`config.mk`:
```
export PLATFORM = sky130hd
export DESIGN_NAME = exe_mem_stage
export DESIGN_NICKNAME = d
export VERILOG_FILES = /design/src/rtl/exe_mem_stage.sv
export SDC_FILE = /design/constraint.sdc
export NUM_CORES = 1
export LEC_CHECK = 0
export CAP_MARGIN = 25
export CORE_MARGIN = 4
export CORE_UTILIZATION = 30
export DETAILED_ROUTE_END_ITERATION = 10
export DONT_BUFFER_PORTS = 1
export PLACE_DENSITY = 0.41
export SLEW_MARGIN = 5
export SYNTH_ARGS = -nofsm -noshare
export SYNTH_HDL_FRONTEND = slang
export SYNTH_SLANG_ARGS = --single-unit
```
`constraint.sdc`:
```
create_clock -name CLK -period 10.4 [get_ports CLK]
set_input_delay 0.52 -clock CLK [delete_from_list [all_inputs] [get_ports CLK]]
set_output_delay 0.52 -clock CLK [all_outputs]
set_load 0.01 [all_outputs]
```
`src/rtl/exe_mem_stage.sv`:
```
// -----------------------------------------------------------------------------
// exe_mem_stage
// Execute stage plus the EX/MEM pipeline register.
// Takes the decode/execute register outputs and applies operand forwarding.
// Computes the ALU result and resolves branches and jumps. Drives the PC
// redirect back to fetch, and registers the results into the memory stage.
//
// Ports:
//   CLK, RST_N          clock (rising edge), synchronous active-low reset
//   *E controls         execute-stage control bits, ResultSrcE, TypeE, ALUControlE
//   RD1E, RD2E          register file operands
//   PCE, ImmExtE        PC and immediate, used for the branch/jump target
//   PCPlus4E, RdE       link value and destination register
//   ForwardAE/BE        operand select: 00/11 = RDxE, 01 = ResultW, 10 = ALUResultM
//   ResultW             writeback-stage result used for forwarding
//   StallM, FlushM      hold / bubble the EX/MEM register (flush wins)
//   PCSrcE, PCTargetE   combinational redirect to fetch
//   *M outputs          registered memory-stage controls and data
// -----------------------------------------------------------------------------
module exe_mem_stage #(
   parameter int WIDTH = 32
) (
   input  logic             CLK,
   input  logic             RST_N,
   input  logic             RegWriteE,
   input  logic             MemWriteE,
   input  logic             JumpE,
   input  logic             JumpRegE,
   input  logic             BranchE,
   input  logic             ALUSrcE,
   input  logic             funct3LSBE,
   input  logic             funct3MSBE,
   input  logic [1:0]       ResultSrcE,
   input  logic [2:0]       TypeE,
   input  logic [3:0]       ALUControlE,
   input  logic [WIDTH-1:0] RD1E,
   input  logic [WIDTH-1:0] RD2E,
   input  logic [WIDTH-1:0] PCE,
   input  logic [WIDTH-1:0] ImmExtE,
   input  logic [WIDTH-1:0] PCPlus4E,
   input  logic [4:0]       RdE,
   input  logic [1:0]       ForwardAE,
   input  logic [1:0]       ForwardBE,
   input  logic [WIDTH-1:0] ResultW,
   input  logic             StallM,
   input  logic             FlushM,
   output logic             PCSrcE,
   output logic [WIDTH-1:0] PCTargetE,
   output logic             RegWriteM,
   output logic             MemWriteM,
   output logic             funct3LSBM,
   output logic             funct3MSBM,
   output logic [1:0]       ResultSrcM,
   output logic [WIDTH-1:0] ALUResultM,
   output logic [WIDTH-1:0] WriteDataM,
   output logic [WIDTH-1:0] PCPlus4M,
   output logic [4:0]       RdM
);

   typedef struct packed {
      logic             regWrite;
      logic [1:0]       resultSrc;
      logic             memWrite;
      logic             f3Lsb;
      logic             f3Msb;
      logic [WIDTH-1:0] aluResult;
      logic [WIDTH-1:0] writeData;
      logic [WIDTH-1:0] pcPlus4;
      logic [4:0]       rd;
   } exMemT;

   exMemT            exMem_d, exMem_q;
   logic [WIDTH-1:0] srcA, fwdB, srcB, aluResult, jumpSum;
   logic [4:0]       shamt;
   logic             branchEq, branchLtS, branchLtU, taken;

   // Forwarding muxes. The ALUResultM leg comes from the register below, so it
   // is a sequential path and not a combinational loop.
   always_comb begin
      srcA = RD1E;
      fwdB = RD2E;
      case (ForwardAE)
         2'b01:   srcA = ResultW;
         2'b10:   srcA = exMem_q.aluResult;
         default: srcA = RD1E;
      endcase
      case (ForwardBE)
         2'b01:   fwdB = ResultW;
         2'b10:   fwdB = exMem_q.aluResult;
         default: fwdB = RD2E;
      endcase
   end

   assign srcB  = ALUSrcE ? ImmExtE : fwdB;
   assign shamt = srcB[4:0];

   // ALU. Add and subtract wrap silently. Unused opcodes produce zero.
   always_comb begin
      aluResult = '0;
      case (ALUControlE)
         4'b0000: aluResult = srcA + srcB;
         4'b0001: aluResult = srcA - srcB;
         4'b0010: aluResult = srcA & srcB;
         4'b0011: aluResult = srcA | srcB;
         4'b0100: aluResult = srcA ^ srcB;
         4'b0101: aluResult = {{(WIDTH-1){1'b0}}, ($signed(srcA) < $signed(srcB))};
         4'b0110: aluResult = {{(WIDTH-1){1'b0}}, (srcA < srcB)};
         4'b0111: aluResult = srcA << shamt;
         4'b1000: aluResult = srcA >> shamt;
         4'b1001: aluResult = $signed(srcA) >>> shamt;
         4'b1010: aluResult = srcB;
         default: aluResult = '0;
      endcase
   end

   // The branch compare always uses the register operand (fwdB), never the
   // immediate, because branches encode their offset in ImmExtE.
   assign branchEq  = (srcA == fwdB);
   assign branchLtS = ($signed(srcA) < $signed(fwdB));
   assign branchLtU = (srcA < fwdB);

   // Branch condition decode on funct3. Codes 010 and 011 are never taken.
   always_comb begin
      taken = 1'b0;
      case (TypeE)
         3'b000:  taken = branchEq;
         3'b001:  taken = ~branchEq;
         3'b100:  taken = branchLtS;
         3'b101:  taken = ~branchLtS;
         3'b110:  taken = branchLtU;
         3'b111:  taken = ~branchLtU;
         default: taken = 1'b0;
      endcase
   end

   // Redirect is left ungated by stall/flush; the hazard unit qualifies it.
   // JALR clears bit 0 of its target.
   assign jumpSum   = srcA + ImmExtE;
   assign PCSrcE    = JumpE | (BranchE & taken);
   assign PCTargetE = JumpRegE ? {jumpSum[WIDTH-1:1], 1'b0} : (PCE + ImmExtE);

   // Next-state selection for EX/MEM. A flush overrides a stall, and a flush
   // yields a bubble with both write enables cleared. Store data is the
   // forwarded value, not raw RD2E.
   always_comb begin
      exMem_d = exMem_q;
      if (FlushM) begin
         exMem_d = '0;
      end else if (!StallM) begin
         exMem_d.regWrite  = RegWriteE;
         exMem_d.resultSrc = ResultSrcE;
         exMem_d.memWrite  = MemWriteE;
         exMem_d.f3Lsb     = funct3LSBE;
         exMem_d.f3Msb     = funct3MSBE;
         exMem_d.aluResult = aluResult;
         exMem_d.writeData = fwdB;
         exMem_d.pcPlus4   = PCPlus4E;
         exMem_d.rd        = RdE;
      end
   end

   // EX/MEM register. Reset takes priority over flush and stall.
   always_ff @(posedge CLK) begin
      if (!RST_N) begin
         exMem_q <= '0;
      end else begin
         exMem_q <= exMem_d;
      end
   end

   assign RegWriteM  = exMem_q.regWrite;
   assign ResultSrcM = exMem_q.resultSrc;
   assign MemWriteM  = exMem_q.memWrite;
   assign funct3LSBM = exMem_q.f3Lsb;
   assign funct3MSBM = exMem_q.f3Msb;
   assign ALUResultM = exMem_q.aluResult;
   assign WriteDataM = exMem_q.writeData;
   assign PCPlus4M   = exMem_q.pcPlus4;
   assign RdM        = exMem_q.rd;

endmodule

```
==> impl_metrics.tcl <==
set metrics [dict create \
    ctsResizeCount 0 \
    design.die.area_um2 64400 \
    synth_area_leaders "ha_1 14%, dfxtp_1 12%, mux2i_1 9.0%" \
    swShare_pct 52.3 \
    cts-hold-fix-buffers 0 \
    synth_top_area_share_pct 14.0 \
    clk_pin_slew_worst_paths_ps 80 \
    synth_seq_cells 107 \
    initial_core_util_pct 30.5 \
    syn_nets 3002 \
    combPwrFrac_pct 63.4 \
    utilization_pct 32.2 \
    fin_skew_ps 15.9 \
    yosys_warnings 0 \
    dieWidth_um 254 \
    hold_path.class "input pin to flop" \
    fin_nets 2899 \
    cts_root_buf "clkbuf_16" \
    hold-path-endpoint "PCPlus4M[4]" \
    grt_max_degree 138 \
    ys_seq_area_share_pct 11.8 \
    worstPathRequired_ps 9880 \
    track_usage_pct 29.8 \
    cpPeakStageDelay_ps 1060 \
    cts-buffers-inserted 9 \
    netlist_area_um2 18100 \
    slowest_stage "o21ai_0" \
    clock_power_share_pct 16.7 \
    setup-violations-final 0 \
    r2r_start "ALUResultM[0]" \
    end_kind "primary output" \
    io_pins 362 \
    finalCritPeriodShare_pct 58.8 \
    h-tree-depth 3 \
    drive_gt1_share_pct 5.49 \
    drc_errors 0 \
    synth_top_cell_by_area "ha_1" \
    cap_violations 0 \
    vias_per_cell 6.32 \
    post-cts-setup-buffer-count 0 \
    postSynth.asyncResetShare_pct 0 \
    synth_edf_count 0 \
    hold_depth 2 \
    power.switching_mw 1.18 \
    hold_viol 0 \
    core_um2 59400 \
    tightest_slew_ps 1150 \
    synth_area_per_cell_um2 7.04 \
    drt_iter0_drc 2189 \
    total_leakage_power_nw 7.90 \
    start_kind "input pin" \
    rows 89 \
    area_growth_pct 5.40 \
    power_mw 2.26 \
    vdd_drop_max_mv 0.0687 \
    clk_path_buf_depth 2 \
    grt_overflow 0 \
    cts_tree "built" \
    ant_nets 0 \
    slew_viol_final 0 \
    reg2reg_setup_slack_ps 4750 \
    synth.distinct_cells 93 \
    worstReg2RegEnd "ALUResultM[0]" \
    fin_setup_tns_ps 0 \
    antenna_found_initial 12 \
    clkSinkCount 107 \
    grt_pass1_wl_um 142000 \
    rr_worst_depth 15 \
    layout_commonest_cell "nor2_1" \
    p_per_area_nw_per_um2 118 \
    synthFlopType "dfxtp_1" \
    max_freq_mhz 164 \
    numPortBuffers 0 \
    outcome "completed" \
    criticalPathCategory "input pin to primary output" \
    grt_pass1_vias 19300 \
    crit_fanout 36 \
    intPower_mw 1.08 \
    dp_hpwl_um 80600 \
    layout_common_cells "277 x nor2_1, 247 x nand2_1, 227 x a21oi_1, 212 x o21ai_0, 201 x ha_1" \
    arrival_ps 5600 \
    clock_latency_ps 400 \
    slew-limit-headroom_pct 23.6 \
    num_vias 20600 \
    syn_inst 2574 \
    cp_cell_sequence "inv_1 -> ha_1 -> buf_4 -> inv_1 -> o21ai_0 -> ha_1 -> nand4_1 -> nor2_1 -> and3_1 -> nand4_1 -> a21oi_1 -> a211oi_1 -> o31ai_1 -> xnor2_1 -> o21ai_0" \
    seq_power_share_pct 19.9 \
    min_period_ps 6120 \
    wl_per_cell_um 31.3 \
    finalWirelength_um 102000 \
    rsz0062_at_grt "no" \
    hold_start "PCPlus4E[4]" \
    dr.pass1.iters 6 \
    gp_congestion 0.970 \
    die_height_um 254 \
]
==> registers in the layout, summed over array words and instances, names as in the netlist <==
signal	cells
ALUResultM	32
MemWriteM	1
PCPlus4M	32
RdM	5
RegWriteM	1
ResultSrcM	2
WriteDataM	32
funct3LSBM	1
funct3MSBM	1
==> power groups by stage <==
stage          Sequential, mW  Clock (mW)  Combinational (mW)
3_5_place_dp            0.459           0                1.39
4_1_cts                 0.449       0.391                1.40
2_1_floorplan           0.447           0                1.00
3_3_place_gp            0.459           0                1.40
5_1_grt                 0.450       0.400                1.54
6_report                0.449       0.378                1.43
==> worst max-delay path by stage <==
stage                 start        endpoint  slack [ps]  cells past startpoint
3_5_place_dp   ForwardBE[0]  ALUResultM[30]        4160                     18
2_1_floorplan  ForwardBE[0]   ALUResultM[0]        5820                     18
6_report       ForwardBE[0]          PCSrcE        4280                     15
4_1_cts        ForwardBE[0]          PCSrcE        4360                     15
5_1_grt        ForwardAE[0]   PCTargetE[30]        4180                     16
3_3_place_gp   ForwardBE[0]  ALUResultM[30]        4180                     18
==> layer usage <==
metal	part of all wire, %	routed length (µm)	up-vias	track usage [%]
li1	-	-	9253	-
met1	43	43900	10100	39.8
met2	45	45700	1018	47.7
met3	8.8	8980	160	7.43
met4	3.1	3120	12	8.64
met5	0.081	83	-	0
==> layout make-up <==
class	count	area, µm²
fillers	6510	40300
multi-input cells	2163	14700
flip-flops and latches	107	2140
well taps	773	967
inverters	127	479
repair buffers	63	473
clock buffers	10	229
clock inverters	6	56.3
diodes	9	22.5
==> through the flow <==
step                      hold WS [ps]  std cells  instance area [µm²]  setup WS, ps
after global placement             560       3230                18800          4180
after floorplan                    498       2574                18100          5820
final                              274       3258                19100          4280
after CTS                          250       3246                19000          4360
after detailed placement           559       3230                18800          4160
after global routing               265       3250                19100          4180
==> worst max-delay path, delay by kind of cell <==
kind	cells	cell delay (ps)
adder cells (fa/ha/maj)	2	670
AND/OR/NAND/NOR	4	630
AO/OA/AOI/OAI	5	2540
XOR/XNOR	1	180
buffers and inverters	3	1010
==> cell families after synthesis <==
| kind of cell | Yosys count | share of synthesized area [%] |
|---|---|---|
| XOR/XNOR | 85 | 4.11 |
| AO/OA/AOI/OAI | 946 | 34.2 |
| AND/OR/NAND/NOR | 744 | 18.1 |
| multiplexers | 182 | 10.2 |
| adder cells (fa/ha/maj) | 206 | 14.4 |
| buffers and inverters | 304 | 7.16 |
| flip-flops | 107 | 11.8 |
==> cells in the mapped netlist (39+ instances only) <==
library cell,instances
a221o_1,39
inv_1,122
nor2_1,278
nand2_1,247
o211ai_1,54
mux2i_1,163
a22oi_1,67
buf_2,40
a21oi_1,229
xnor2_1,57
a21o_1,51
o21ai_0,217
nand3_1,46
ha_1,202
nor3_1,47
clkbuf_1,99
dfxtp_1,107
Note: power is estimated with default switching activity, not from simulation.
